$ cat src/rtl/serial_subtractor_pkg.sv
// Shared types for the bit/digit-serial subtractor: FSM state encoding and
// the digit-counter width helper.
package serial_subtractor_pkg;

  typedef enum logic [1:0] {
    IDLE = 2'd0,
    RUN  = 2'd1,
    DONE = 2'd2
  } state_t;

  // Never returns 0 so a single-digit configuration still gets a 1-bit counter.
  function automatic int cnt_width(input int width, input int digit);
    int n;
    n = width / digit;
    return (n > 1) ? $clog2(n) : 1;
  endfunction

endpackage

$ cat src/rtl/serial_subtractor_full_subtractor.sv
// One-bit full subtractor cell: d = a - b - bi, bo = borrow out.
module full_subtractor (
  input  logic a,
  input  logic b,
  input  logic bi,
  output logic d,
  output logic bo
);

  assign d  = a ^ b ^ bi;
  assign bo = (~a & (b | bi)) | (b & bi);

endmodule

$ cat src/rtl/serial_subtractor.sv
// Digit-serial subtractor, DIGIT bits per cycle, LSB slice first.
// Optional add mode (op port) enabled by defining SERIAL_SUBTRACTOR_ADD_EN.
module serial_subtractor
  import serial_subtractor_pkg::*;
#(
  parameter int WIDTH = 64,
  parameter int DIGIT = 1
) (
  input  logic             clk,
  input  logic             rst,
  input  logic             in_valid,
  output logic             in_ready,
  input  logic [WIDTH-1:0] in1,
  input  logic [WIDTH-1:0] in2,
  input  logic             bi,
  output logic             out_valid,
  input  logic             out_ready,
  output logic [WIDTH-1:0] diff,
  output logic             bo
`ifdef SERIAL_SUBTRACTOR_ADD_EN
  ,
  input  logic             op
`endif
);

  localparam int N  = WIDTH / DIGIT;
  localparam int CW = cnt_width(WIDTH, DIGIT);

  if (WIDTH % DIGIT != 0) begin : g_bad_digit
    $error("serial_subtractor: WIDTH must be a multiple of DIGIT");
  end

  state_t           state;
  logic [WIDTH-1:0] a_q;
  logic [WIDTH-1:0] b_q;
  logic             borrow_q;
  logic [CW-1:0]    cnt;
  logic             op_q;
  logic             accept;
  logic [DIGIT:0]   chain;
  logic [DIGIT-1:0] slice_d;

  assign in_ready = (state == IDLE) || ((state == DONE) && out_ready);
  assign accept   = in_valid && in_ready;

  // Add mode reuses the subtractor: a + b + c == a - ~b - ~c with carry = ~borrow.
  assign chain[0] = borrow_q;
  for (genvar i = 0; i < DIGIT; i++) begin : g_cell
    logic cell_b;
    logic cell_bi;
    logic cell_bo;
    assign cell_b  = b_q[i] ^ op_q;
    assign cell_bi = chain[i] ^ op_q;
    full_subtractor u_fs (
      .a  (a_q[i]),
      .b  (cell_b),
      .bi (cell_bi),
      .d  (slice_d[i]),
      .bo (cell_bo)
    );
    assign chain[i+1] = cell_bo ^ op_q;
  end

`ifdef SERIAL_SUBTRACTOR_ADD_EN
  always_ff @(posedge clk or posedge rst) begin
    if (rst) begin
      op_q <= 1'b0;
    end else if (accept) begin
      op_q <= op;
    end
  end
`else
  assign op_q = 1'b0;
`endif

  always_ff @(posedge clk or posedge rst) begin
    if (rst) begin
      state     <= IDLE;
      out_valid <= 1'b0;
      diff      <= '0;
      bo        <= 1'b0;
      cnt       <= '0;
      borrow_q  <= 1'b0;
      a_q       <= '0;
      b_q       <= '0;
    end else begin
      case (state)
        RUN: begin
          a_q      <= a_q >> DIGIT;
          b_q      <= b_q >> DIGIT;
          borrow_q <= chain[DIGIT];
          diff     <= (diff >> DIGIT) | (WIDTH'(slice_d) << (WIDTH - DIGIT));
          cnt      <= cnt + 1'b1;
          if (cnt == CW'(N - 1)) begin
            state     <= DONE;
            out_valid <= 1'b1;
            bo        <= chain[DIGIT];
          end
        end
        DONE: begin
          if (out_ready) begin
            out_valid <= 1'b0;
            state     <= IDLE;
          end
        end
        default: state <= IDLE;
      endcase
      // Acceptance overrides the DONE->IDLE return so back-to-back ops skip IDLE.
      if (accept) begin
        a_q      <= in1;
        b_q      <= in2;
        borrow_q <= bi;
        cnt      <= '0;
        state    <= RUN;
      end
    end
  end

endmodule

$ cat config.mk
export PLATFORM = sky130hd
export DESIGN_NAME = serial_subtractor
export DESIGN_NICKNAME = d
export VERILOG_FILES = /design/src/rtl/serial_subtractor_pkg.sv /design/src/rtl/serial_subtractor_full_subtractor.sv /design/src/rtl/serial_subtractor.sv
export SDC_FILE = /design/constraint.sdc
export NUM_CORES = 1
export LEC_CHECK = 0
export ABC_AREA = 1
export ABC_CLOCK_PERIOD_IN_PS = 13600
export CAP_MARGIN = 30
export CORE_ASPECT_RATIO = 2
export CORE_MARGIN = 2
export CORE_UTILIZATION = 30
export CTS_BUF_LIST = sky130_fd_sc_hd__clkbuf_8
export DETAILED_ROUTE_END_ITERATION = 8
export SYNTH_ARGS = -nofsm -noshare
export SYNTH_HDL_FRONTEND = slang
export SYNTH_SLANG_ARGS = --single-unit
export TNS_END_PERCENT = 30
$ cat constraint.sdc
create_clock -name clk -period 13.6 [get_ports clk]
set_clock_uncertainty 0.2 [all_clocks]
set_input_delay 1.36 -clock clk [delete_from_list [all_inputs] [get_ports clk]]
set_output_delay 1.36 -clock clk [all_outputs]
set_load 0.01 [all_outputs]
# == Word-level counts from Yosys, hierarchy flattened ==
# Cells that the tools add are included.
# op_classes
n_mux,15
eq_ne,7
addsub,1
n_bitwise,8
n_reduce_logical,9
# ops
operator,count
two-way mux 64 bit,4
bitwise OR 63 x 64 -> 64 bit,1
two-way mux 6 bit,2
"adder 6 x 1 -> 6 bit, second input constant",1
"== test 6 bit, second input constant",1
two-way mux 2 bit,3
"inequality test 3 bit, second input constant",2
two-way mux 1 bit,4
"inequality test 2 bit, second input constant",2
case mux 2 bit (2 select lines),1
AND reduction 2 bit,2
nonzero test 2 bit,2
AND reduction 3 bit,1
bitwise AND 1 bit,2
"== test 2 x 1 -> 1 bit, second input constant",1
"== test 2 bit, second input constant",1
logical AND 1 bit,2
logical NOT 2 bit,1
bitwise OR 1 bit,2
case mux 1 bit (2 select lines),1
XOR 1 bit,2
logical OR 1 bit,1
inverter 1 bit,1
# totals
reg_bits,203
out_inout_bits,67
input_bits,133

# == Logic depth before layout (Yosys ltp) ==
# Gate-level depths: netlist (run 1).
# logic_depth
ltp_word,6
ltp_mapped,8

# == By module ==
# A second synthesis (run 1) with hierarchy kept.
# hier_totals
cells_unflattened,1037
area_unflattened_um2,8647.0
# by_module_without_submodules
module,seq_area_each_um2,area_each_um2,instances,cells_each
serial_subtractor,5079.9,8619.5,1,1034
full_subtractor,0.0,27.5,1,3

# == Worst setup path before layout (run 1) ==
# OpenSTA, ideal clock, no wires.
# synth_timing
path_kind,input port to output port
from,in out_ready
to,out in_ready
t_arrival_ps,1607
required_time_ps,12040
n_path_buf,0
path_slack_ps,10433
stages,2
path_cell_list,inv_1 > a21oi_1
# synth_via
elab_chain_cells,2
# synth_rtl
item,line_no,source
from (decl),serial_subtractor.sv:17,"input logic out_ready,"
logical AND 1 bit,serial_subtractor.sv:43,assign in_ready = (state == IDLE) || ((state == DONE) && out_ready);
logical OR 1 bit,serial_subtractor.sv:43,
to (decl),serial_subtractor.sv:12,"output logic in_ready,"
# No other way between the ends.

# == Worst setup path in the final report (run 1) ==
# Same ends and word-level chain as after synthesis.

==> flow_summary_export.csv, run 1 <==
group,metric,value,unit
run_status,outcome,"complete, no violations",
detailed_routing,wire_per_inst,14.5,microns
setup_path,worstSetupEndpoint,"in_ready",
detailed_routing,drt_first_pass_iters,4,
clock_tree,cts_resized,0,
synthesis,yosys.area_share.simple,0.356,
place,dpl.cell_count,1531,
timing,rsz0062_at_grt,"false",
setup_path,r2r_end,"bo",
timing,fin_crit,4.13,ns
power_and_ir_drop,ir_drop,0.0923,mV
clock_tree,cts-hold-fix-buffers,0,
synthesis,synth_seq_area_share,0.587,
synthesis,yosys-top-cells-area,"dfrtp_1 (59%), nand2_1 (20%), nand3_1 (15%)",
detailed_routing,vias,7631,
synthesis,avgSynthCellArea,8.36,sq um
power_and_ir_drop,power,2.45,mW
grt,first_global_vias,7280,
synthesis,synth.top_cell.area_share,0.587,
floorplan,rows,88,
synthesis,synth_cell_types,19,
detailed_routing,avgViaCountPerCell,4.79,
timing,period_share,0.304,
setup_path,worst_setup_path_end_kind,"output port",
setup_path,worstPathCellList,"clkdlybuf4s50_1, inv_1, a21oi_1, clkdlybuf4s50_1",
floorplan,die_x,124,microns
cells_and_area,final_area,11600,sq um
grt,grt.total_usage,0.150,
place,place_congestion,0.776,
synthesis,synthAdderAreaFrac,0.00376,
clock_tree,cts_tree,"yes",
grt,antenna_found_initial,0,
clock_tree,clkTransAtPathRegs,0.06,ns
timing,fin_setup_tns,0,ns
setup_path,cp-startpoint,"out_ready",
synthesis,synth_top_area_cell,"dfrtp_1",
power_and_ir_drop,cellPowerDensity,211,nW/um^2
detailed_routing,drc,0,
grt,overflow,0,
setup_path,rrSetupSlack,10.09,ns
detailed_routing,drt_iter0_markers,604,
synthesis,synth_xor_area_frac,0,
setup_path,rr_worst_depth,6,
place,dpl.hpwl,13900,microns
worst_hold_path,hold_class,"flop to flop",
timing,relSlewSlack,0.371,
grt,grt_max_degree,120,
setup_path,r2r_start,"state[0]",
synthesis,synth_compound_area_frac,0.00751,
detailed_routing,ant_nets,0,
timing,finalSetupViolations,0,
timing,slew_viol_final,0,
timing,setup_ws,9.47,ns
synthesis,synthesis.area,8660,sq um
setup_path,crit_path_start_kind,"primary input",
floorplan,io_pins,200,
clock_tree,cts_setup_buffers,0,
setup_path,required,12.04,ns
setup_path,path_class,"primary input to output port",
floorplan,initial_utilization,0.302,
flow_run,drv_cap,0,
setup_path,path_delay_family,"buffers and inverters",
synthesis,ys_ff_latch,203,
grt,grt_pass1_wl,37300,microns
cells_and_area,instances_no_fill,1592,
synthesis,yosys_warnings,0,
floorplan,die_area,30300,sq um
cells_and_area,antenna_cells,0,
synthesis,syn-instance-count,1036,
setup_path,cp.arrival,2.57,ns
power_and_ir_drop,leakagePower,5.53,nW
clock_tree,clock_latency,0.51,ns
timing,worst_hold_slack,0.276,ns
cells_and_area,finish.utilization,0.405,
place,dp_slack,9.20,ns
setup_path,crit_slowest_cell,"clkdlybuf4s50_1",
synthesis,synthMuxAreaShare,0,
timing,fmax,0.242,GHz
synthesis,synth_top_family_by_area,"simple AND/OR/NAND/NOR gates",
floorplan,die_h,244,microns
setup_path,worstSetupPathDepth,4,
place,dpl_cell_area,10900,sq um
clock_tree,clock-sinks,203,
cells_and_area,area_growth,34.0,%
floorplan,core_area,28600,sq um
setup_path,critical_path.max_stage_delay,0.56,ns
detailed_routing,wl,23000,microns
setup_path,crit_buf_inv,3,
clock_tree,cts_buffers,34,
clock_tree,clockBufferDepth,3,
timing,hold_viol_final,0,
timing,tightest_slew,0.943,ns
cells_and_area,final_nets,1343,
setup_path,crit_fanout,3,
cells_and_area,final_layout_size_suffix_gt1_frac,0.0519,
clock_tree,htree_levels,2,
place,port_buffers,199,
worst_hold_path,holdPathStages,2,
synthesis,syn_nets,1171,
clock_tree,cts_root_buffer,"clkbuf_8",
setup_path,cp_common_cell,"clkdlybuf4s50_1",
==> per-layer routing <==
| metal | part of all wire | global-route usage | vias to the layer above | wire, microns |
|---|---|---|---|---|
| met5 | 0 | 0 | - | 0 |
| met4 | 0.024 | 0.0509 | 0 | 557 |
| met3 | 0.078 | 0.0294 | 33 | 1810 |
| met2 | 0.44 | 0.223 | 290 | 10200 |
| met1 | 0.45 | 0.218 | 3622 | 10500 |
| li1 | - | - | 3686 | - |
==> state kept, by name (all words and copies together) (netlist names) <==
signal     cells
borrow_q       1
out_valid      1
cnt            6
b_q           64
state          2
a_q           64
diff          64
bo             1
==> power by group <==
group	internal, mW	switching, mW	total, mW
registers	0.856	0.153	1.01
clock network	0.315	0.253	0.567
logic	0.364	0.507	0.871
total	1.54	0.912	2.45
==> logic make-up after synthesis <==
family,after synthesis
and+or+nand+nor,733
DFF,203
buffers and inverters,85
AOI/OAI and AO/OA,13
adders and majority gates,2
==> layout make-up <==
cell class / instances / area (sq um)
Fill cell: 2915 / 17000
Clock buffer: 45 / 619
Sequential cell: 203 / 5080
Multi-Input combinational cell: 748 / 3210
Inverter: 15 / 71.3
Clock inverter: 15 / 88.8
Timing Repair Buffer: 206 / 2080
Tap cell: 360 / 450
==> cells in the mapped netlist <==
master    count
ha_1          1
fa_1          1
nand4_1       2
nand3_1     253
buf_2        43
buf_4         6
nand2_1     464
inv_1        12
inv_2         3
nand3_2       1
nor3_1        1
dfrtp_1     203
clkbuf_1     12
nand2_2       1
a21oi_1       3
buf_1         9
nor2_1       10
nor3b_1       1
o21ai_0      10
==> worst reg2reg max path, delay by kind of cell, from the launching register on <==
kind | cells | cell delay, ns
AND/OR/NAND/NOR | 3 | 0.88
buffers and inverters | 2 | 1.66
flip-flops | 1 | 0.57
AO/OA/AOI/OAI | 1 | 0.08
==> cells in the final DEF, fill, tap and decap left out, types with 3 or more instances in the layout <==
cell and count:
clkinv_2 5, a21oi_1 3, nand2_1 464, dfrtp_1 203, nor2_1 10, o21ai_0 10
clkbuf_8 45, clkdlybuf4s50_1 199, buf_4 5, inv_1 20, nand3_1 253
==> how the worst min path moves through the flow <==
stage / slack (ns) / to / from
3_5_place_dp: 0.26 / b_q[63] / b_q[63]
3_3_place_gp: 0.25 / b_q[63] / b_q[63]
2_1_floorplan: 0.24 / a_q[63] / a_q[63]
4_1_cts: 0.28 / b_q[63] / b_q[63]
6_report: 0.28 / b_q[63] / b_q[63]
5_1_grt: 0.30 / diff[0] / diff[0]
Note: power is estimated with default switching activity, not from simulation.
==> run 2: changes to the inputs <==
ABC_CLOCK_PERIOD_IN_PS = 4130   (was 13600)
clock period = 4.13 ns   (was 13.6 ns; I/O delays follow)
==> run 2 against run 1 <==
  * Sequential share of layout area rose by 0.42 points
  * Worst setup slack got worse by 8.1 ns
  * Largest cell class unchanged
  * Via count barely moved
  * Clock power rose to 2.7 times the previous value
  * Non-clock buffer count grew 7
  * Count of clock-buffer cells in the layout decreased by 9
  * Critical endpoint is now b_q[11]
==> flow_summary_export.csv, run 2 (same netlist as run 1, synthesis figures left out) <==
group,metric,value,unit
cells_and_area,final_layout_size_suffix_gt1_frac,0.0449,
clock_tree,clkTransAtPathRegs,0.07,ns
setup_path,r2r_start,"state[0]",
detailed_routing,wire_per_inst,14.5,microns
timing,slew_viol_final,0,
floorplan,rows,88,
clock_tree,cts-hold-fix-buffers,1,
setup_path,crit_fanout,60,
cells_and_area,final_area,11500,sq um
clock_tree,clock-sinks,203,
setup_path,crit_path_start_kind,"flop",
power_and_ir_drop,p_sw,2.94,mW
cells_and_area,finish.utilization,0.401,
grt,grt_pass1_wl,38000,microns
cells_and_area,top_regs,"a_q x64, b_q x64, diff x64",
grt,grt.total_usage,0.152,
cells_and_area,final_nets,1347,
setup_path,rrSetupSlack,1.40,ns
power_and_ir_drop,leakagePower,5.47,nW
cells_and_area,seq_area,5080,sq um
grt,antenna_found_initial,1,
timing,finalSetupViolations,0,
power_and_ir_drop,power,7.73,mW
power_and_ir_drop,clkPwrFrac,0.199,
cells_and_area,antenna_cells,0,
detailed_routing,drt_first_pass_iters,5,
worst_hold_path,hp-start,"in2[23]",
floorplan,die_x,124,microns
setup_path,rr_worst_depth,6,
clock_tree,clockBufferDepth,3,
timing,tightest_slew,0.953,ns
grt,first_global_vias,7598,
worst_hold_path,hold_class,"primary input to flop",
detailed_routing,ant_nets,0,
timing,hold_viol_final,0,
grt,grt_max_degree,108,
power_and_ir_drop,seqPwrFrac,0.430,
clock_tree,cts_root_buffer,"clkbuf_8",
setup_path,path_class,"flop to flop",
flow_run,drv_cap,0,
power_and_ir_drop,ir_drop,0.283,mV
setup_path,crit_slowest_cell,"inv_4",
floorplan,io_pins,200,
grt,overflow,0,
cells_and_area,multiInputGateArea,3210,sq um
power_and_ir_drop,swShare,0.380,
floorplan,initial_utilization,0.302,
timing,worst_hold_slack,0.206,ns
floorplan,die_area,30300,sq um
setup_path,cp-startpoint,"state[0]",
detailed_routing,drc,0,
place,dp_slack,0.905,ns
timing,period_share,0.661,
place,port_buffers,199,
timing,fmax,0.366,GHz
detailed_routing,wl,23000,microns
timing,fin_setup_tns,0,ns
timing,relSlewSlack,0.365,
setup_path,r2r_end,"b_q[11]",
setup_path,worst_setup_path_end_kind,"flop",
clock_tree,cts_buffers,31,
power_and_ir_drop,cellPowerDensity,673,nW/um^2
cells_and_area,instances_no_fill,1586,
detailed_routing,vias,7636,
power_and_ir_drop,p_int,4.79,mW
clock_tree,cts_tree,"yes",
floorplan,die_h,244,microns
cells_and_area,final_cell_mix,"nand2_1 (464), nand3_1 (253), dfrtp_1 (203)",
setup_path,worstPathCellList,"inv_2, nand3_4, inv_4, buf_4, nand2_1, nand3_1",
floorplan,core_area,28600,sq um
place,dpl_cell_area,10900,sq um
cells_and_area,area_growth,32.7,%
detailed_routing,drt_iter0_markers,530,
timing,rsz0062_at_grt,"false",
timing,fin_crit,2.73,ns
clock_tree,cts_setup_buffers,0,
detailed_routing,avgViaCountPerCell,4.81,
place,place_congestion,0.753,
clock_tree,cts_resized,0,
place,dpl.hpwl,14600,microns
clock_tree,clock_latency,0.57,ns
run_status,outcome,"complete, no violations",
cells_and_area,layout_commonest_cell,"nand2_1",
clock_tree,htree_levels,1,
power_and_ir_drop,comb_power_share,0.371,
place,dpl.cell_count,1538,
cells_and_area,fillers,2934,
setup_path,critical_path.max_stage_delay,0.67,ns
worst_hold_path,min_to,"b_q[23]",
setup_path,required,4.44,ns
timing,setup_ws,1.40,ns
setup_path,cp.arrival,3.04,ns
worst_hold_path,holdPathStages,3,
run 2: cell count changes in the layout (fill, tap and decap cells not counted), moves of 2 or more:
| cell | change |
|---|---|
| buf_16 | -2 |
| buf_12 | +4 |
| clkbuf_8 | -9 |
| inv_1 | +2 |
| clkinv_2 | -5 |
| buf_4 | +4 |
run 2: area by class of cell:
class                   count  share of cell area
flip-flops and latches    203               0.442
multi-input cells         748               0.279
repair buffers            213               0.187
clock buffers              36              0.0431
well taps                 360              0.0392
inverters                  15             0.00588
clock inverters            11             0.00359
run 2: per-layer routing:
| metal | share of wire | vias to the layer above | GRT usage |
|---|---|---|---|
| met5 | 0.00057 | - | 0 |
| met4 | 0.022 | 2 | 0.0416 |
| met3 | 0.074 | 35 | 0.0257 |
| met2 | 0.45 | 268 | 0.231 |
| met1 | 0.45 | 3652 | 0.222 |
| li1 | - | 3679 | - |
run 2: worst max-delay path by stage:
| stage | slack [ns] | to | depth (start not counted) |
|---|---|---|---|
| after CTS | 1.33 | b_q[11] | 6 |
| after floorplan | 0.89 | a_q[0] | 1 |
| after detailed placement | 0.91 | b_q[11] | 8 |
| after global routing | 1.11 | b_q[11] | 6 |
| final | 1.40 | b_q[11] | 6 |
| after global placement | 0.95 | a_q[55] | 8 |
run 2: power by group through the flow:
stage	Sequential (mW)	Combinational, mW	Clock (mW)
6_report	3.33	2.87	1.54
3_3_place_gp	3.32	2.83	0
5_1_grt	3.44	3.28	1.69
3_5_place_dp	3.36	2.92	0
2_1_floorplan	3.31	1.92	0
4_1_cts	3.33	2.93	1.60
run 2: worst max-delay path, delay by kind of cell, from the launching register on:
family | cells | cell delay, ns
buffers and inverters | 3 | 1.24
flip-flops | 1 | 0.52
AND/OR/NAND/NOR | 3 | 0.66
==> run 3: changes to the inputs <==
ABC_CLOCK_PERIOD_IN_PS = 2500   (was 4130)
clock period = 2.5 ns   (was 4.13 ns; I/O delays follow)
==> run 3 against run 2 <==
  * Power rose by 75%
  * Final cell count rose by 1.1%
  * Sequential share of layout area fell by 1.2 points
  * Global-route usage fell by 0.18 points
  * Die area did not move
  * Routed wire length fell by 0.58%
  * Sequential power rose by 65%
  * Utilization rose by 1.1 points
  * Critical endpoint is now in_ready
  * Largest cell class unchanged
  * Highest routed layer is now met4
==> flow_summary_export.csv, run 3 (same netlist as run 1, synthesis figures left out) <==
group,metric,value,unit
timing,fin_setup_tns,0,ns
grt,antenna_found_initial,0,
clock_tree,cts_tree,"yes",
floorplan,io_pins,200,
timing,period_share,0.902,
setup_path,cp.arrival,1.81,ns
setup_path,rrSetupSlack,0.62,ns
floorplan,die_h,244,microns
detailed_routing,vias,7630,
place,port_buffers,199,
grt,grt_pass1_wl,37200,microns
detailed_routing,drt_iter0_markers,450,
detailed_routing,ant_nets,0,
place,place_congestion,0.770,
cells_and_area,layout_commonest_cell,"nand2_1",
cells_and_area,multiInputGateArea,3210,sq um
cells_and_area,top_regs,"a_q x64, b_q x64, diff x64",
power_and_ir_drop,ir_drop,0.505,mV
grt,grt.total_usage,0.150,
clock_tree,cts_root_buffer,"clkbuf_8",
detailed_routing,drt_first_pass_iters,5,
place,dpl.hpwl,14600,microns
timing,slew_viol_final,0,
setup_path,rr_worst_depth,6,
power_and_ir_drop,power,13.6,mW
detailed_routing,wl,22800,microns
cells_and_area,final_cell_mix,"nand2_1 (464), nand3_1 (253), dfrtp_1 (203)",
power_and_ir_drop,leakagePower,5.61,nW
clock_tree,cts_setup_buffers,0,
floorplan,die_area,30300,sq um
setup_path,crit_fanout,6,
timing,finalSetupViolations,0,
clock_tree,clockBufferDepth,3,
floorplan,die_x,124,microns
detailed_routing,drc,0,
clock_tree,clock_latency,0.51,ns
setup_path,r2r_end,"b_q[57]",
setup_path,crit_path_start_kind,"flop",
clock_tree,clkTransAtPathRegs,0.06,ns
grt,grt_max_degree,134,
floorplan,rows,88,
cells_and_area,fillers,2891,
detailed_routing,wire_per_inst,14.2,microns
worst_hold_path,hold_class,"primary input to flop",
clock_tree,clock-sinks,203,
grt,overflow,0,
floorplan,initial_utilization,0.302,
timing,hold_viol_final,0,
place,dp_slack,0.435,ns
cells_and_area,finish.utilization,0.412,
cells_and_area,seq_area,5080,sq um
flow_run,drv_cap,0,
worst_hold_path,holdPathStages,3,
clock_tree,cts_buffers,34,
cells_and_area,final_layout_size_suffix_gt1_frac,0.0603,
setup_path,r2r_start,"state[1]",
setup_path,path_class,"flop to output port",
power_and_ir_drop,cellPowerDensity,1150,nW/um^2
setup_path,required,2.05,ns
detailed_routing,avgViaCountPerCell,4.76,
floorplan,core_area,28600,sq um
cells_and_area,final_nets,1354,
cells_and_area,area_growth,36.3,%
timing,fmax,0.443,GHz
timing,rsz0062_at_grt,"false",
clock_tree,htree_levels,2,
timing,tightest_slew,0.646,ns
worst_hold_path,hp-start,"in2[24]",
timing,relSlewSlack,0.570,
cells_and_area,antenna_cells,0,
grt,first_global_vias,7464,
setup_path,worst_setup_path_end_kind,"output port",
timing,worst_hold_slack,0.0980,ns
timing,setup_ws,0.244,ns
worst_hold_path,min_to,"b_q[24]",
run_status,outcome,"complete, no violations",
timing,fin_crit,2.26,ns
## run 3: changes by cell type in the layout (fill, tap and decap cells not counted)
cell,previous run,this run
clkinvlp_4,1,3
buf_4,9,7
inv_1,22,20
clkbuf_8,36,45
clkinv_2,0,3
bufinv_16,0,2
buf_12,4,10
## run 3: critical path: stages, from the launching register on
cell             delay (ns)
dfrtp_1                0.50
a21oi_1                0.22
clkdlybuf4s50_1        0.57
## run 3: layout make-up
cell class,count,area share
sequential,203,0.430
clock inverter,16,0.0105
inverter,15,0.00573
tap,360,0.0382
clock buffer,45,0.0525
multi-input combinational,748,0.272
timing repair buffer,217,0.191
## run 3: routing by layer
layer | share of wire | track usage | wire, microns | vias to the layer above
met4 | 0.026 | 0.0516 | 603 | 0
met2 | 0.45 | 0.224 | 10200 | 276
li1 | - | - | - | 3711
met5 | 0 | 0 | 0 | -
met3 | 0.079 | 0.0322 | 1810 | 40
met1 | 0.45 | 0.214 | 10200 | 3603
## run 3: report_power, final
| group | total, mW | internal, mW | switching [mW] | leakage, nW |
|---|---|---|---|---|
| registers | 5.48 | 4.66 | 0.820 | 2.57 |
| logic | 4.89 | 2.10 | 2.78 | 2.63 |
| clock network | 3.20 | 1.82 | 1.38 | 0.412 |
## run 3: timing repair
action,4_1_cts,5_1_grt
hold buffers,1,0
gates resized for setup,0,0
endpoints found under the hold margin,11,0
## run 3: worst max path at each step
stage / endpoint / cells after the start / slack [ns] / from
floorplan: a_q[0] / 1 / -0.58 / rst
global placement: a_q[34] / 8 / 0.45 / out_ready
detailed placement: a_q[43] / 8 / 0.43 / out_ready
CTS: in_ready / 2 / 0.20 / state[0]
global route: in_ready / 2 / 0.16 / state[0]
finish: in_ready / 2 / 0.24 / state[0]
## run 3: per-stage QoR
step	cells	area, sq um
3_3_place_gp	1542	11000
6_report	1604	11800
4_1_cts	1604	11800
2_1_floorplan	1036	8660
5_1_grt	1604	11800
3_5_place_dp	1542	11000
